**config.mk**
```make
export PLATFORM = sky130hd
export DESIGN_NAME = umi_mem_tester
export DESIGN_NICKNAME = d
export VERILOG_FILES = /design/src/rtl/umi_mem_tester.sv
export SDC_FILE = /design/constraint.sdc
export NUM_CORES = 1
export LEC_CHECK = 0
export BUFFER_PORTS_ARGS = -buffer_cell sky130_fd_sc_hd__buf_2
export CORE_AREA = 3 3 278 280
export CTS_BUF_LIST = sky130_fd_sc_hd__clkbuf_8
export DETAILED_ROUTE_END_ITERATION = 10
export DIE_AREA = 0 0 281 283
export HOLD_SLACK_MARGIN = 0.15
export PLACE_DENSITY_LB_ADDON = 0.2
export SLEW_MARGIN = 40
export SYNTH_ARGS = -nofsm -noshare
export SYNTH_HDL_FRONTEND = slang
export SYNTH_SLANG_ARGS = --single-unit
```
**constraint.sdc**
```tcl
create_clock -name clk -period 8.06 [get_ports clk]
set_input_delay 1.209 -clock clk [delete_from_list [all_inputs] [get_ports clk]]
set_output_delay 1.209 -clock clk [all_outputs]
set_load 0.02 [all_outputs]
```
**src/rtl/umi_mem_tester.sv**
```systemverilog
// umi_mem_tester
// ----------------------------------------------------------------------------
// UMI host-side initiator that tests a UMI memory responder. A start pulse
// begins a run with two phases. The write phase writes `count` DW-bit words of
// a seeded pattern to consecutive addresses. The read phase reads the same
// words back and checks each one against the regenerated pattern. The block
// reports busy/done/pass, a saturating error count and the address of the
// first read whose data did not match.
//
// Ports
//   clk, reset          clock, synchronous active-high reset
//   start               one-cycle pulse; begins a run from IDLE or DONE
//   count/base_addr/src_addr/seed  run setup, latched on an accepted start
//   busy/done/pass      run status (pass is meaningful while done=1)
//   err_count           bad responses + data mismatches, saturating
//   first_err_addr      address of the first mismatching read
//   uhost_req_*         UMI request channel (valid/ready)
//   uhost_resp_*        UMI response channel (ready tied high)
//   dbg_state           current FSM state, for checkers and debug
//
// Handshake: a transfer happens on a rising edge where valid && ready. Once
// valid is raised it stays high, and cmd/dstaddr/srcaddr/data stay stable,
// until that transfer. Requests can go out back to back, one per cycle.
// ----------------------------------------------------------------------------
module umi_mem_tester #(
    parameter int DW     = 64,
    parameter int AW     = 64,
    parameter int CW     = 32,
    parameter int CNTW   = 16,
    parameter int MAXOUT = 4
) (
    input  logic            clk,
    input  logic            reset,
    input  logic            start,
    input  logic [CNTW-1:0] count,
    input  logic [AW-1:0]   base_addr,
    input  logic [AW-1:0]   src_addr,
    input  logic [31:0]     seed,
    output logic            busy,
    output logic            done,
    output logic            pass,
    output logic [CNTW-1:0] err_count,
    output logic [AW-1:0]   first_err_addr,
    output logic            uhost_req_valid,
    input  logic            uhost_req_ready,
    output logic [CW-1:0]   uhost_req_cmd,
    output logic [AW-1:0]   uhost_req_dstaddr,
    output logic [AW-1:0]   uhost_req_srcaddr,
    output logic [DW-1:0]   uhost_req_data,
    input  logic            uhost_resp_valid,
    output logic            uhost_resp_ready,
    input  logic [CW-1:0]   uhost_resp_cmd,
    input  logic [AW-1:0]   uhost_resp_dstaddr,
    input  logic [AW-1:0]   uhost_resp_srcaddr,
    input  logic [DW-1:0]   uhost_resp_data,
    output logic [2:0]      dbg_state
);

    localparam int LANES = DW / 32;
    localparam int SIZE  = $clog2(DW / 8);
    localparam int OW    = 4;

    // {reserved, eof, eom, reserved, len, size, opcode}
    localparam logic [CW-1:0] CMD_WR =
        CW'({8'h00, 1'b1, 1'b1, 6'd0, 8'h00, 3'(SIZE), 5'h03});
    localparam logic [CW-1:0] CMD_RD =
        CW'({8'h00, 1'b1, 1'b1, 6'd0, 8'h00, 3'(SIZE), 5'h01});

    typedef enum logic [2:0] {
        S_IDLE    = 3'd0,
        S_WRITE   = 3'd1,
        S_WAIT_WR = 3'd2,
        S_READ    = 3'd3,
        S_WAIT_RD = 3'd4,
        S_DONE    = 3'd5
    } state_t;

    state_t          state, state_next;
    logic [CNTW-1:0] cnt_q;
    logic [AW-1:0]   base_q;
    logic [AW-1:0]   src_q;
    logic [31:0]     seed_q;
    logic [CNTW-1:0] req_idx;
    logic [CNTW-1:0] chk_idx;
    logic [OW-1:0]   outstanding;
    logic            first_err_seen;

    // Word idx of the pattern: 32-bit lane k = seed + idx*16 + k (mod 2^32).
    function automatic logic [DW-1:0] pattern(input logic [31:0] s,
                                              input logic [CNTW-1:0] idx);
        logic [DW-1:0] d;
        logic [31:0]   b;
        d = '0;
        b = s + (32'(idx) << 4);
        for (int k = 0; k < LANES; k++) begin
            d[32*k +: 32] = b + 32'(k);
        end
        return d;
    endfunction

    function automatic logic [AW-1:0] addr_of(input logic [AW-1:0] base,
                                              input logic [CNTW-1:0] idx);
        return base + (AW'(idx) << SIZE);
    endfunction

    logic active, issuing, wr_phase, rd_phase;
    logic req_fire, last_req;
    logic resp_counted, resp_unexp, data_mis, resp_bad, err_inc;
    logic accept_start;

    always_comb begin
        active       = (state == S_WRITE) || (state == S_WAIT_WR) ||
                       (state == S_READ)  || (state == S_WAIT_RD);
        issuing      = (state == S_WRITE) || (state == S_READ);
        wr_phase     = (state == S_WRITE) || (state == S_WAIT_WR);
        rd_phase     = (state == S_READ)  || (state == S_WAIT_RD);
        accept_start = start && ((state == S_IDLE) || (state == S_DONE));

        // Outstanding only falls on responses, so once valid is high it
        // cannot drop before the transfer.
        uhost_req_valid   = issuing && (outstanding < OW'(MAXOUT));
        uhost_req_cmd     = (state == S_WRITE) ? CMD_WR : CMD_RD;
        uhost_req_dstaddr = addr_of(base_q, req_idx);
        uhost_req_srcaddr = src_q;
        uhost_req_data    = (state == S_WRITE) ? pattern(seed_q, req_idx) : '0;
        uhost_resp_ready  = 1'b1;

        req_fire = uhost_req_valid && uhost_req_ready;
        last_req = (req_idx == cnt_q - CNTW'(1));

        // Responses outside an active run are dropped without any effect.
        resp_counted = uhost_resp_valid && active && (outstanding != '0);
        resp_unexp   = uhost_resp_valid && active && (outstanding == '0);
        data_mis     = rd_phase && (uhost_resp_data != pattern(seed_q, chk_idx));
        resp_bad     = wr_phase ? (uhost_resp_cmd[4:0] != 5'h04)
                                : ((uhost_resp_cmd[4:0] != 5'h02) || data_mis);
        err_inc      = resp_unexp || (resp_counted && resp_bad);

        busy      = active;
        done      = (state == S_DONE);
        pass      = done && (err_count == '0);
        dbg_state = state;
    end

    always_comb begin
        state_next = state;
        case (state)
            S_IDLE, S_DONE: begin
                if (start) state_next = (count == '0) ? S_DONE : S_WRITE;
            end
            S_WRITE:   if (req_fire && last_req) state_next = S_WAIT_WR;
            S_WAIT_WR: if (outstanding == '0)    state_next = S_READ;
            S_READ:    if (req_fire && last_req) state_next = S_WAIT_RD;
            S_WAIT_RD: if (outstanding == '0)    state_next = S_DONE;
            default:   state_next = S_IDLE;
        endcase
    end

    always_ff @(posedge clk) begin
        if (reset) begin
            state          <= S_IDLE;
            cnt_q          <= '0;
            base_q         <= '0;
            src_q          <= '0;
            seed_q         <= '0;
            req_idx        <= '0;
            chk_idx        <= '0;
            outstanding    <= '0;
            err_count      <= '0;
            first_err_addr <= '0;
            first_err_seen <= 1'b0;
        end else begin
            state <= state_next;
            if (accept_start) begin
                cnt_q          <= count;
                base_q         <= base_addr;
                src_q          <= src_addr;
                seed_q         <= seed;
                req_idx        <= '0;
                chk_idx        <= '0;
                err_count      <= '0;
                first_err_addr <= '0;
                first_err_seen <= 1'b0;
            end else begin
                if (req_fire) begin
                    req_idx <= last_req ? '0 : req_idx + CNTW'(1);
                end
                if (req_fire && !resp_counted) begin
                    outstanding <= outstanding + OW'(1);
                end else if (!req_fire && resp_counted) begin
                    outstanding <= outstanding - OW'(1);
                end
                if (resp_counted && rd_phase) begin
                    chk_idx <= chk_idx + CNTW'(1);
                end
                if (err_inc && (err_count != '1)) begin
                    err_count <= err_count + CNTW'(1);
                end
                if (resp_counted && data_mis && !first_err_seen) begin
                    first_err_addr <= addr_of(base_q, chk_idx);
                    first_err_seen <= 1'b1;
                end
            end
        end
    end

    // Response addresses and non-opcode command bits are not checked.
    logic unused_resp;
    assign unused_resp = ^{uhost_resp_dstaddr, uhost_resp_srcaddr,
                           uhost_resp_cmd[CW-1:5]};

endmodule

```
==> metrics.md, run 1 <==
| Metric | Value |
|---|---|
| Synth cell types | 109 |
| Core Region | 74700 µm² |
| Vias in the first global route | 20000 |
| Area leader, netlist | dfxtp_1 |
| Most frequent cells in the layout | buf_2 (528), nand2_1 (507), dfxtp_1 (296) |
| TritonCTS clock tree | done |
| FF-to-FF End | first_err_addr[31]$_SDFFE_PP0P_ |
| CP bufs+invs | 1 |
| Pleak | around 11 nW |
| PwrDens | between 150 and 200 nW/µm² |
| Post-synth EDFFs | 0 |
| Worst min-delay path category | reg -> reg |
| Die ar. | slightly below 80000 µm² |
| Final layout net count | 3684 |
| Pre-antenna DRT Iters | 6 |
| Root Buffer | clkbuf_8 |
| Crit Path Category | reg -> out |
| CTS max path bufs | 3 |
| Startpoint Class | register |
| Starting Density | roughly 28% |
| Synth Flop Type | dfxtp_1 |
| Vias | 21300 |
| Worst Min Path Start | first_err_addr[16]$_SDFFE_PP0P_ |
| Post-synthesis cell count | 2771 |
| Max-slew violation count | 0 |
| CP Cell Sequence | ha_1, fa_1, a21o_1, a21oi_1, o21bai_1, a2111o_1, nand4bb_1, a211o_1, a21oi_1, xnor2_1, or4b_1, nor3_1, nand2_1, xnor2_1, nor2_1, buf_2 |
| CP max FO | 8 |
| Most common cell after layout, fill and taps aside | buf_2 |
| P&R area growth vs syn | 22.1% |
| Top cells by area, synth | dfxtp_1 (29%), nand2_1 (9.2%), xnor2_1 (7.0%) |
| Ys Warns | 0 |
| Total track usage | a little over a fifth |
| CTS buffer count | 59 |
| Filler cells | 8133 |
| Post_cts resized | 0 |
| Setup bufs post-CTS | 0 |
| Slowest cell on crit path | or4b_1 |
| Top cell type's share of synthesized area | 28.6% |
| Rows | 100 |
| CP Capture Type | output port |
| Final hold vios | 0 |
| Finished Core Util | 33.8% |
| WL final | just under 90000 µm |
| Layout cells sized above 1 | 22.9% |
| H-tree Lvls | 2 |
| Slew @ Worst Pin | between 0.8 and 0.9 ns |
| HPWL after detailed placement | 67600 µm |
| Final setup viols | 0 |
| Synth Cell Area | between 20000 and 25000 µm² |
| Grt ovf | 0 |
| Final setup TNS | 0 ns |
| Port bufs | between 500 and 600 |
| Min Clock Period, post-route | approximately 6.6 ns |
| Peak Freq | around 0.15 GHz |
| Worst Hold Depth | 2 |
| Vert. Die Dim | 283 µm |
| Global placer's final weighted congestion | 0.900 |
| DRT iter0 DRCs | 1542 |
| WHS Endpoint | first_err_addr[16]$_SDFFE_PP0P_ |
| R2r startpoint | chk_idx[0]$_SDFFE_PP0P_ |
| Unrepaired setup endpoints after global routing | no |
| Status | finished clean |
| Worst reg2reg setup slack | ~2 ns |
| Via-to-Cell Ratio | approximately 5.0 |
| Cell family with most CP delay | simple AND/OR/NAND/NOR gates |
| Async set or reset register ratio after synthesis | 0% |
| Mean Syn Cell Area | ~7.5 µm² |
| DRC viols | 0 |
| Slew headroom | about 44% |
| Max-cap violation count | 0 |
| First-pass GRT wire length | between 100000 and 150000 µm |
| Worst-path clk slew | roughly 0.060 ns |
| Reg2reg path depth | 18 |
| Routed WL per cell | around 21 µm |
| CP max stage delay | roughly 0.74 ns |
| Crit share post-route | between 80 and 90% |
| Post-DRT Antenna Nets | 0 |
| # hold bufs at CTS | 0 |
| Clk_skew | about 0.032 ns |
| Largest net degree at the start of global routing | 96 |
| IR drop worst, VDD | about 0.00017 V |
| Post-synthesis register bit count | a little under 300 |
| Power Total | around 4.4 mW |
| Worst skew pair latency | between 0.6 and 0.7 ns |
| Sequential area share after synthesis | between 20% and 30% |
| Clock sinks | approximately 300 |
| Ports | 717 |
| WP data required | between 6 and 7 ns |
| Critical path arrival | 5.44 ns |
| Worst slack on hold paths | approximately 0.45 ns |
| Initial antenna violation count | 17 |
| Die W | approximately 280 µm |
[metrics by stage]
step	worst slack [ns]	cell area, µm²	instances
4_1_cts	1.33	25200	4220
5_1_grt	0.986	25300	4229
2_1_floorplan	2.71	20800	2801
6_report	1.41	25300	4233
3_5_place_dp	2.05	23900	4109
3_3_place_gp	1.96	23900	4106
[cells by family (layout without fill, tap and decap cells)]
group	count (synthesis)	after routing	share of synthesized area, %
buffers and inverters	257	707	5.71
adders and majority gates	79	79	4.94
muxes	20	20	0.997
other	2	45	0.0363
AOI/OAI and AO/OA	640	640	20.1
and+or+nand+nor	1188	1188	27.2
xor gates and xnor gates	289	289	12.4
DFF	296	296	28.6
[layer usage]
layer	global-route usage (%)	wire, µm	up-vias
met1	29.0	40000	9955
met5	0	21	-
met2	32.7	39100	693
li1	-	-	10500
met4	7.56	2920	4
met3	3.82	5440	141
[how the worst max path moves through the flow]
stage | start | to | cells after the start
after floorplan | req_idx[0]$_SDFFE_PP0P_ | uhost_req_data[58] | 14
after global routing | req_idx[0]$_SDFFE_PP0P_ | uhost_req_data[58] | 14
after global placement | chk_idx[0]$_SDFFE_PP0P_ | first_err_addr[33]$_SDFFE_PP0P_ | 17
after CTS | req_idx[0]$_SDFFE_PP0P_ | uhost_req_data[58] | 14
final | req_idx[0]$_SDFFE_PP0P_ | uhost_req_data[63] | 16
after detailed placement | chk_idx[0]$_SDFFE_PP0P_ | first_err_addr[21]$_SDFFE_PP0P_ | 17
[Yosys cell counts (25+ instances only)]
master / number
nand2_1: 507
dfxtp_1: 296
a21oi_1: 288
nor2_1: 205
xnor2_1: 165
clkbuf_1: 138
xor2_1: 120
nand3_1: 80
ha_1: 73
nor3_1: 73
o21ai_0: 69
nand4_1: 58
a211oi_1: 54
inv_1: 47
a21oi_2: 45
and3_1: 44
buf_4: 43
nor4_1: 35
nand2b_1: 34
and2_1: 30
or3_1: 25
[registers in the layout, indices dropped and copies added (netlist names)]
| name | flops |
|---|---|
| base_q | 64 |
| first_err_addr | 64 |
| uhost_req_srcaddr | 64 |
| seed_q | 32 |
| chk_idx | 16 |
| cnt_q | 16 |
| err_count | 16 |
| req_idx | 16 |
| outstanding | 4 |
| dbg_state | 3 |
| first_err_seen | 1 |
[where the power goes]
group / total, mW / switching (mW) / internal (mW)
clock: 1.71 / 0.732 / 0.979
combinational: 0.973 / 0.634 / 0.339
sequential: 1.68 / 0.134 / 1.55
total: 4.37 / 1.50 / 2.87
[worst min-delay path: stages (launching register included)]
cell	delay (ns)
dfxtp_1	0.31
nand2_1	0.05
o21ai_1	0.05
[cell type report]
cell class,instances,area [µm²],share of cell area (%)
Multi-Input combinational cell,2248,13800,54.5
Timing Repair Buffer,548,2850,11.3
Clock inverter,38,303,1.20
Tap cell,969,1210,4.80
Clock buffer,73,1000,3.97
Sequential cell,296,5930,23.4
Antenna cell,13,32.5,0.129
Inverter,48,180,0.713
No activity file was read; power rests on OpenSTA's default activity.
==> inputs of run 2 (changes only) <==
clock period = 6.2 ns   (was 8.06 ns; I/O delays follow)
==> metrics.md, run 2 (same netlist as run 1, synthesis figures left out) <==
| Metric | Value |
|---|---|
| Unrepaired setup endpoints after global routing | no |
| WP data required | 5.27 ns (-1.58 ns) |
| Port bufs | 529 (unchanged) |
| Total track usage | 20.9% (-0.12 points) |
| H-tree Lvls | 2 (unchanged) |
| Slowest cell on crit path | or4b_4 |
| Pre-antenna DRT Iters | 6 (unchanged) |
| Routed WL per cell | 20.5 µm (-0.90%) |
| Root Buffer | clkbuf_8 |
| Filler cells | 8155 (+0.27%) |
| Clock sinks | 296 (unchanged) |
| Most common cell after layout, fill and taps aside | buf_2 |
| Clk_skew | 0.0318 ns (-0.000173 ns) |
| Peak Freq | 0.169 GHz |
| Slew headroom | 42.7% (-0.99 points) |
| TritonCTS clock tree | done |
| Final layout net count | 3708 (+0.65%) |
| First-pass GRT wire length | 128000 µm (-0.47%) |
| PwrDens | 221 nW/µm² (+28%) |
| # hold bufs at CTS | 0 (unchanged) |
| Largest net degree at the start of global routing | 96 (unchanged) |
| CTS buffer count | 59 (unchanged) |
| HPWL after detailed placement | 68200 µm (+0.85%) |
| Die W | 281 µm (unchanged) |
| Ports | 717 (unchanged) |
| Crit share post-route | 95.3% |
| Post-DRT Antenna Nets | 0 (unchanged) |
| CP max stage delay | 0.66 ns (-0.08 ns) |
| Most frequent cells in the layout | buf_2 (528), nand2_1 (507), dfxtp_1 (296) |
| Rows | 100 (unchanged) |
| Worst skew pair latency | 0.66 ns (about the same) |
| Vert. Die Dim | 283 µm (unchanged) |
| Placed insts | 4133 (+0.58%) |
| DRC viols | 0 (unchanged) |
| Core Region | 74700 µm² (unchanged) |
| Global placer's final weighted congestion | 0.898 (-0.23%) |
| Grt ovf | 0 (unchanged) |
| CP bufs+invs | 1 (unchanged) |
| Worst-path clk slew | 0.06 ns (about the same) |
| Slew @ Worst Pin | 0.860 ns (+0.0180 ns) |
| Max-cap violation count | 0 (unchanged) |
| R2r startpoint | seed_q[4]$_SDFFE_PP0P_ |
| P&R area growth vs syn | 22.9% |
| Critical path arrival | 4.98 ns (-0.46 ns) |
| Via-to-Cell Ratio | 5.02 (-0.13%) |
| Final hold vios | 0 (unchanged) |
| Crit Path Category | reg -> out |
| Multi-input logic area | 13800 µm² (+0.24%) |
| Worst slack on hold paths | 0.449 ns (+0.00246 ns) |
| Startpoint Class | register |
| Layout cells sized above 1 | 23.6% (+0.71 points) |
| CTS max path bufs | 3 (unchanged) |
| Cell family with most CP delay | compound AO/OA/AOI/OAI gates |
| Final setup viols | 0 (unchanged) |
| WL final | 87000 µm (-0.53%) |
| DRT iter0 DRCs | 1336 (-13%) |
| CP Capture Type | output port |
| Worst Min Path Start | first_err_addr[15]$_SDFFE_PP0P_ |
| Pleak | 10.6 nW (+1.1%) |
| Register area | 5930 µm² (unchanged) |
| Min Clock Period, post-route | approximately 5.9 ns |
| CP Cell Sequence | ha_1, fa_1, a21o_1, a21oi_1, o21bai_1, a2111o_1, nand4bb_1, a211o_1, a21oi_1, xnor2_1, or4b_4, nor3_4, nand2_1, xnor2_1, nor2_1, buf_2 |
| IR drop worst, VDD | 0.000167 V (+0.98%) |
| Place WS | 0.566 ns (-1.48 ns) |
| Vias | 21300 (+0.24%) |
| Post-route setup slack | 0.290 ns (-1.12 ns) |
| Worst min-delay path category | reg -> reg |
| CP max FO | 8 (unchanged) |
| Initial antenna violation count | 11 (-6) |
| Max-slew violation count | 0 (unchanged) |
| Starting Density | 27.7% (unchanged) |
| Vias in the first global route | 20100 (+0.56%) |
| Worst setup path startpoint | seed_q[4]$_SDFFE_PP0P_ |
| Non-Filler Instances | 4249 (+0.38%) |
| Status | finished clean |
| Die ar. | 79500 µm² (unchanged) |
| Setup bufs post-CTS | 0 (unchanged) |
| Final setup TNS | 0 ns (unchanged) |
-- run 2: changes by cell type in the layout (fill, tap and decap cells not counted), sizes merged --
cell	before	now
inv	66	65
clkbuf	73	76
clkinvlp	0	2
clkinv	15	10
buf	548	572
diode	13	8
bufinv	5	3
-- run 2: final cells by class --
| type | count | area share [%] |
|---|---|---|
| diodes | 8 | 0.0787 |
| clock inverters | 32 | 0.885 |
| flip-flops and latches | 296 | 23.3 |
| inverters | 48 | 0.708 |
| clock buffers | 76 | 4.11 |
| repair buffers | 572 | 11.9 |
| multi-input cells | 2248 | 54.3 |
| well taps | 969 | 4.76 |
-- run 2: worst min-delay path, stage by stage, from the launching register on --
cell and delay, ns:
dfxtp_1 0.31, nand2_1 0.05, o21ai_1 0.05
-- run 2: what timing repair did --
action / in CTS / in global routing
gates resized for setup: 2 / 8
pin swaps: 0 / 0
setup endpoints to repair: 3 / 11
-- run 2: path summary, 6_finish.rpt --
check	cells after the start	slack [ns]	end
worst max-delay path	16	0.29	uhost_req_data[63]
worst min-delay path	2	0.45	first_err_addr[15]$_SDFFE_PP0P_
worst max register to register	18	0.51	first_err_addr[35]$_SDFFE_PP0P_
worst min register to register	2	0.45	first_err_addr[15]$_SDFFE_PP0P_
-- run 2: routing by layer --
layer,vias to the layer above,part of all wire [%],track usage [%]
li1,10500,-,-
met1,9994,46,28.5
met2,644,45,32.9
met3,156,5.4,3.61
met4,4,3.9,7.78
met5,-,0.024,0
-- run 2: report_power, final --
group | total [mW] | switching (mW) | leakage (nW) | internal [mW]
Sequential | 2.18 | 0.164 | 2.41 | 2.01
Clock | 2.17 | 0.950 | 0.721 | 1.22
Combinational | 1.28 | 0.835 | 7.49 | 0.444
Total | 5.63 | 1.95 | 10.6 | 3.68
-- run 2: per-stage QoR --
stage                     utilization [%]  area [µm²]  total power [mW]
after CTS                            34.0       25400              5.72
after global routing                 34.1       25400              5.93
final                                34.1       25400              5.63
after detailed placement             32.3       24100              3.50
after floorplan                         -       20800              3.01
after global placement               32.2       24000              3.49
